### src/rtl/cdc_word_settle.sv
// Settles a freshly synchronised multi-bit word: a value is committed only after it has
// held unchanged for STABLE_CYCLES samples, then published as a level and as one stream beat.
module cdc_word_settle #(
    parameter int unsigned DATA_WIDTH    = 32,
    parameter int unsigned STABLE_CYCLES = 4
) (
    input  logic                  aclk,
    input  logic                  areset,
    input  logic [DATA_WIDTH-1:0] in_data,
    output logic [DATA_WIDTH-1:0] out_data,
    output logic [DATA_WIDTH-1:0] m_axis_tdata,
    output logic                  m_axis_tvalid,
    input  logic                  m_axis_tready,
    output logic                  dropped
);

    localparam int unsigned      CNT_W    = $clog2(STABLE_CYCLES) + 1;
    localparam logic [CNT_W-1:0] CNT_LAST = CNT_W'(STABLE_CYCLES - 1);

    typedef enum logic {
        S_IDLE,
        S_SETTLING
    } state_t;

    state_t                r_state;
    logic [CNT_W-1:0]      r_cnt;
    logic [DATA_WIDTH-1:0] r_prev;
    logic [DATA_WIDTH-1:0] r_out_data;
    logic [DATA_WIDTH-1:0] r_tdata;
    logic                  r_tvalid;
    logic [DATA_WIDTH-1:0] r_pend;
    logic                  r_pend_full;
    logic                  r_dropped;

    logic w_change;
    logic w_commit;
    logic w_beat;
    logic w_xfer;
    logic w_free;

    assign w_change = (in_data != r_prev);
    assign w_commit = (r_state == S_SETTLING) && !w_change && (r_cnt == CNT_LAST);
    // A commit that lands on the already-published word (glitch returning home) is silent.
    assign w_beat   = w_commit && (in_data != r_out_data);
    assign w_xfer   = r_tvalid && m_axis_tready;
    assign w_free   = !r_tvalid || w_xfer;

    // Settle FSM: any change restarts the stability count from zero.
    always_ff @(posedge aclk) begin
        if (areset) begin
            r_state    <= S_IDLE;
            r_cnt      <= '0;
            r_prev     <= '0;
            r_out_data <= '0;
        end else begin
            r_prev <= in_data;
            if (w_change) begin
                r_state <= S_SETTLING;
                r_cnt   <= '0;
            end else begin
                case (r_state)
                    S_IDLE: begin
                        r_cnt <= '0;
                    end
                    S_SETTLING: begin
                        if (r_cnt == CNT_LAST) begin
                            r_state <= S_IDLE;
                            r_cnt   <= '0;
                            if (w_beat) begin
                                r_out_data <= in_data;
                            end
                        end else begin
                            r_cnt <= r_cnt + CNT_W'(1);
                        end
                    end
                    default: begin
                        r_state <= S_IDLE;
                        r_cnt   <= '0;
                    end
                endcase
            end
        end
    end

    // Output register plus one pending slot; the pending slot keeps only the latest word.
    always_ff @(posedge aclk) begin
        if (areset) begin
            r_tdata     <= '0;
            r_tvalid    <= 1'b0;
            r_pend      <= '0;
            r_pend_full <= 1'b0;
            r_dropped   <= 1'b0;
        end else if (w_beat) begin
            if (w_free && !r_pend_full) begin
                r_tdata  <= in_data;
                r_tvalid <= 1'b1;
            end else if (w_free) begin
                r_tdata  <= r_pend;
                r_tvalid <= 1'b1;
                r_pend   <= in_data;
            end else if (!r_pend_full) begin
                r_pend      <= in_data;
                r_pend_full <= 1'b1;
            end else begin
                r_pend    <= in_data;
                r_dropped <= 1'b1;
            end
        end else if (w_xfer) begin
            if (r_pend_full) begin
                r_tdata     <= r_pend;
                r_pend_full <= 1'b0;
            end else begin
                r_tvalid <= 1'b0;
            end
        end
    end

    assign out_data      = r_out_data;
    assign m_axis_tdata  = r_tdata;
    assign m_axis_tvalid = r_tvalid;
    assign dropped       = r_dropped;

endmodule

### config.mk
export PLATFORM = sky130hd
export DESIGN_NAME = cdc_word_settle
export DESIGN_NICKNAME = d
export VERILOG_FILES = /design/src/rtl/cdc_word_settle.sv
export SDC_FILE = /design/constraint.sdc
export NUM_CORES = 1
export LEC_CHECK = 0
export CAP_MARGIN = 40
export CORE_ASPECT_RATIO = 0.8
export CORE_UTILIZATION = 57
export CTS_CLUSTER_DIAMETER = 120
export DETAILED_ROUTE_END_ITERATION = 6
export PLACE_DENSITY = 0.9
export RECOVER_POWER = 50
export SETUP_SLACK_MARGIN = 0.4
export SLEW_MARGIN = 20
export SYNTH_ARGS = -nofsm -noshare
export SYNTH_HDL_FRONTEND = slang
export SYNTH_SLANG_ARGS = --single-unit
### constraint.sdc
create_clock -name aclk -period 6.5 [get_ports aclk]
set_input_delay 1.3 -clock aclk [delete_from_list [all_inputs] [get_ports aclk]]
set_output_delay 1.3 -clock aclk [all_outputs]
set_load 0.01 [all_outputs]
==> results.yml <==
outcome:
  outcome: "complete, but fails checks"
  failed_checks: "DRC, capacitance limit, slew limit"
sta:
  fin_setup_tns_ns: 0
  relSlewSlack_pct: -45.04
  period_share_pct: 75.14
  max_slew.worst_pin.slew_ns: 2.176
  max_freq_ghz: 0.2047
  skew_ns: 0.009106
  rsz0062_at_grt: "no"
  hold_viol: 0
  finalSetupViolCount: 0
  min_period_ns: 4.884
  whs_ns: 0.4377
  drv_slew: 84
clocking:
  numCtsBuffers: 17
  clk_latency_ns: 0.43
  cts_hold_buf: 0
  cts.sinks: 135
  ctsResizeCount: 0
  clkTransAtPathRegs_ns: 0.06
  clock_path_buffers: 2
  cts_root_buffer: "clkbuf_16"
  cts_max_level: 4
  cts_tree: "built"
  cts_setup_buffers: 0
critical_path:
  path_class: "in -> reg"
  reg2regPathDepth: 8
  path_cells: "clkdlybuf4s50_1 -> xor2_1 -> nor4_1 -> nand4_1 -> nor4_4 -> buf_4 -> buf_4 -> a211oi_1 -> a311oi_1"
  crit_required_ns: 6.80
  path_common_cell: "buf_4"
  crit_arrival_ns: 5.19
  worstSetupStartpointType: "primary input"
  cpPeakStageDelay_ns: 0.66
  cp_slowest_cell: "clkdlybuf4s50_1"
  worstPathMaxFanout: 67
  endpoint_kind: "flip-flop"
die:
  dieArea_um2: 11020
  start_util_pct: 58.79
  core_area_um2: 10280
  ioPinCount: 101
  dieHeight_um: 94.11
  rows: 33
  die_x_um: 117.1
hold_path:
  holdPathStages: 1
  min_path_type: "reg -> reg"
global_routing:
  grt_pass1_wl_um: 30770
  met3_usage_pct: 12.19
  grt_max_degree: 80
  grtUsageMet2_pct: 57.20
  track_usage_pct: 37.34
  grt_overflow: 0
  busiest_layer: "met2"
  use_met1_pct: 46.99
  grt_pass1_vias: 5936
  antenna_found_initial: 0
drt:
  drc_errors: 1
  wl_per_cell_um: 21.76
  num_vias: 6150
  ant_nets: 0
  firstDrtPassIters: 7
  dr.first_iter.drc_count: 1047
  wirelength_um: 19520
  detail_route.vias_per_cell: 6.856
cells_and_area:
  utilization_pct: 75.38
  drive_gt1_share_pct: 7.266
  diodes: 0
  final_nets: 781
  final_cells: 897
  area_growth_pct: 28.21
logic_synthesis:
  ys_ff_latch: 135
  synthXorXnorAreaFrac_pct: 9.273
  synth_nets: 722
  synth_compound_area_share_pct: 24.55
  async_flop_share_pct: 0
  syn-instance-count: 685
  synth-simple-area-share_pct: 15.55
  yosysMostFrequentCell: "dfxtp_1"
  ys_seq_area_share_pct: 44.71
  synth_edf_count: 0
  netlist-cell-type-count: 30
  synthAdderAreaFrac_pct: 0.4140
  ys.flop_type: "dfxtp_1"
  synth_top_family_by_area: "compound AO/OA/AOI/OAI gates"
  synthTopCellsByCount: "dfxtp_1 (135), a21oi_1 (70), clkbuf_1 (65)"
  ys_top_cells_by_area: "dfxtp_1 (45%), a21oi_1 (5.8%), nand3_1 (5.3%), xnor2_1 (4.6%), xor2_1 (4.6%)"
  synth_top_area_share_pct: 44.71
  avgSynthCellArea_um2: 8.824
  yosys.area.top_type: "dfxtp_1"
  synth.mux.area_fraction_pct: 0
  yosys_warnings: 0
  syn_area_um2: 6045
job:
  cap_violations: 2
pwr:
  peakVddDrop_uv: 170.6
  p_per_area_nw_per_um2: 249.2
  p_leak_uw: 0.002655
  power_uw: 1931
placement:
  numPortBuffers: 100
  place_hpwl_um: 11920
  dp_cells: 865
  globalplace.congestion: 0.9175
## kinds of logic after synthesis
| logic type | count (synthesis) |
|---|---|
| buffers and inverters | 83 |
| flip-flops | 135 |
| XOR/XNOR | 64 |
| adder cells (fa/ha/maj) | 2 |
| AO/OA/AOI/OAI | 237 |
| AND/OR/NAND/NOR | 164 |
## layout by cell type (no fill, tap or decap), types with 3 or more instances in the layout
| cell | netlist | final |
|---|---|---|
| buf_4 | 0 | 10 |
| clkbuf_1 | 65 | 3 |
| clkinv_2 | 0 | 4 |
| a311oi_1 | 31 | 31 |
| clkinv_4 | 0 | 3 |
| inv_1 | 6 | 6 |
| nor2b_1 | 32 | 32 |
| xor2_1 | 32 | 32 |
| xnor2_1 | 32 | 32 |
| nand3_1 | 64 | 64 |
| clkbuf_16 | 0 | 17 |
| nor4_1 | 12 | 12 |
| nand4_1 | 41 | 41 |
| o21ai_1 | 14 | 14 |
| o31ai_1 | 32 | 32 |
| nand2_1 | 6 | 6 |
| dlygate4sd3_1 | 0 | 72 |
| bufinv_16 | 0 | 3 |
| nor2_1 | 3 | 3 |
| o21ai_0 | 51 | 51 |
| dfxtp_1 | 135 | 135 |
| a211oi_1 | 31 | 31 |
| clkdlybuf4s50_1 | 0 | 27 |
| a21o_1 | 3 | 3 |
| buf_16 | 0 | 3 |
| a21oi_1 | 70 | 66 |
## flip-flops by register name (all words and copies together), names as in the netlist
register       cells
m_axis_tdata      32
out_data          32
r_pend            32
r_prev            32
r_cnt              3
dropped            1
m_axis_tvalid      1
r_pend_full        1
r_state            1
## critical path, delay by kind of cell
kind | cells | cell delay, ns
AO/OA/AOI/OAI | 2 | 0.50
XOR/XNOR | 1 | 0.28
buffers and inverters | 3 | 1.96
AND/OR/NAND/NOR | 3 | 1.12
## final cells by class
cell class | count | area, um2
Clock buffer | 20 | 456.7
Clock inverter | 12 | 151.4
Fill cell | 691 | 2531
Inverter | 6 | 22.52
Multi-Input combinational cell | 467 | 3049
Sequential cell | 135 | 2703
Tap cell | 140 | 175.2
Timing Repair Buffer | 117 | 1192
## stage by stage
step	area (um2)	setup slack [ns]
5_1_grt	7750	1.414
3_5_place_dp	7149	1.467
4_1_cts	7757	1.761
6_report	7750	1.616
3_3_place_gp	7030	1.583
2_1_floorplan	6045	3.260
## report_power, final
part | internal (uW) | leakage, uW | switching [uW] | total, uW
clock network | 621 | 0.000296 | 365 | 987
logic | 40.6 | 0.00126 | 60.2 | 101
registers | 839 | 0.00110 | 4.88 | 844
## worst paths after layout
check	slack, ns	to	start
max	1.62	m_axis_tdata[9]	in_data[9]
min	0.44	r_cnt[0]	r_cnt[0]
max reg2reg	2.97	m_axis_tdata[9]	r_prev[9]
min reg2reg	0.44	r_cnt[0]	r_cnt[0]
## per-layer routing
metal  vias up  share of wire, %  wire [um]
met5         -                 0          0
met4         0               4.2        826
met3        89                11       2236
met2       444                46       9044
met1      2942                38       7414
li1       2675                 -          -
No activity file was read; power rests on OpenSTA's default activity.
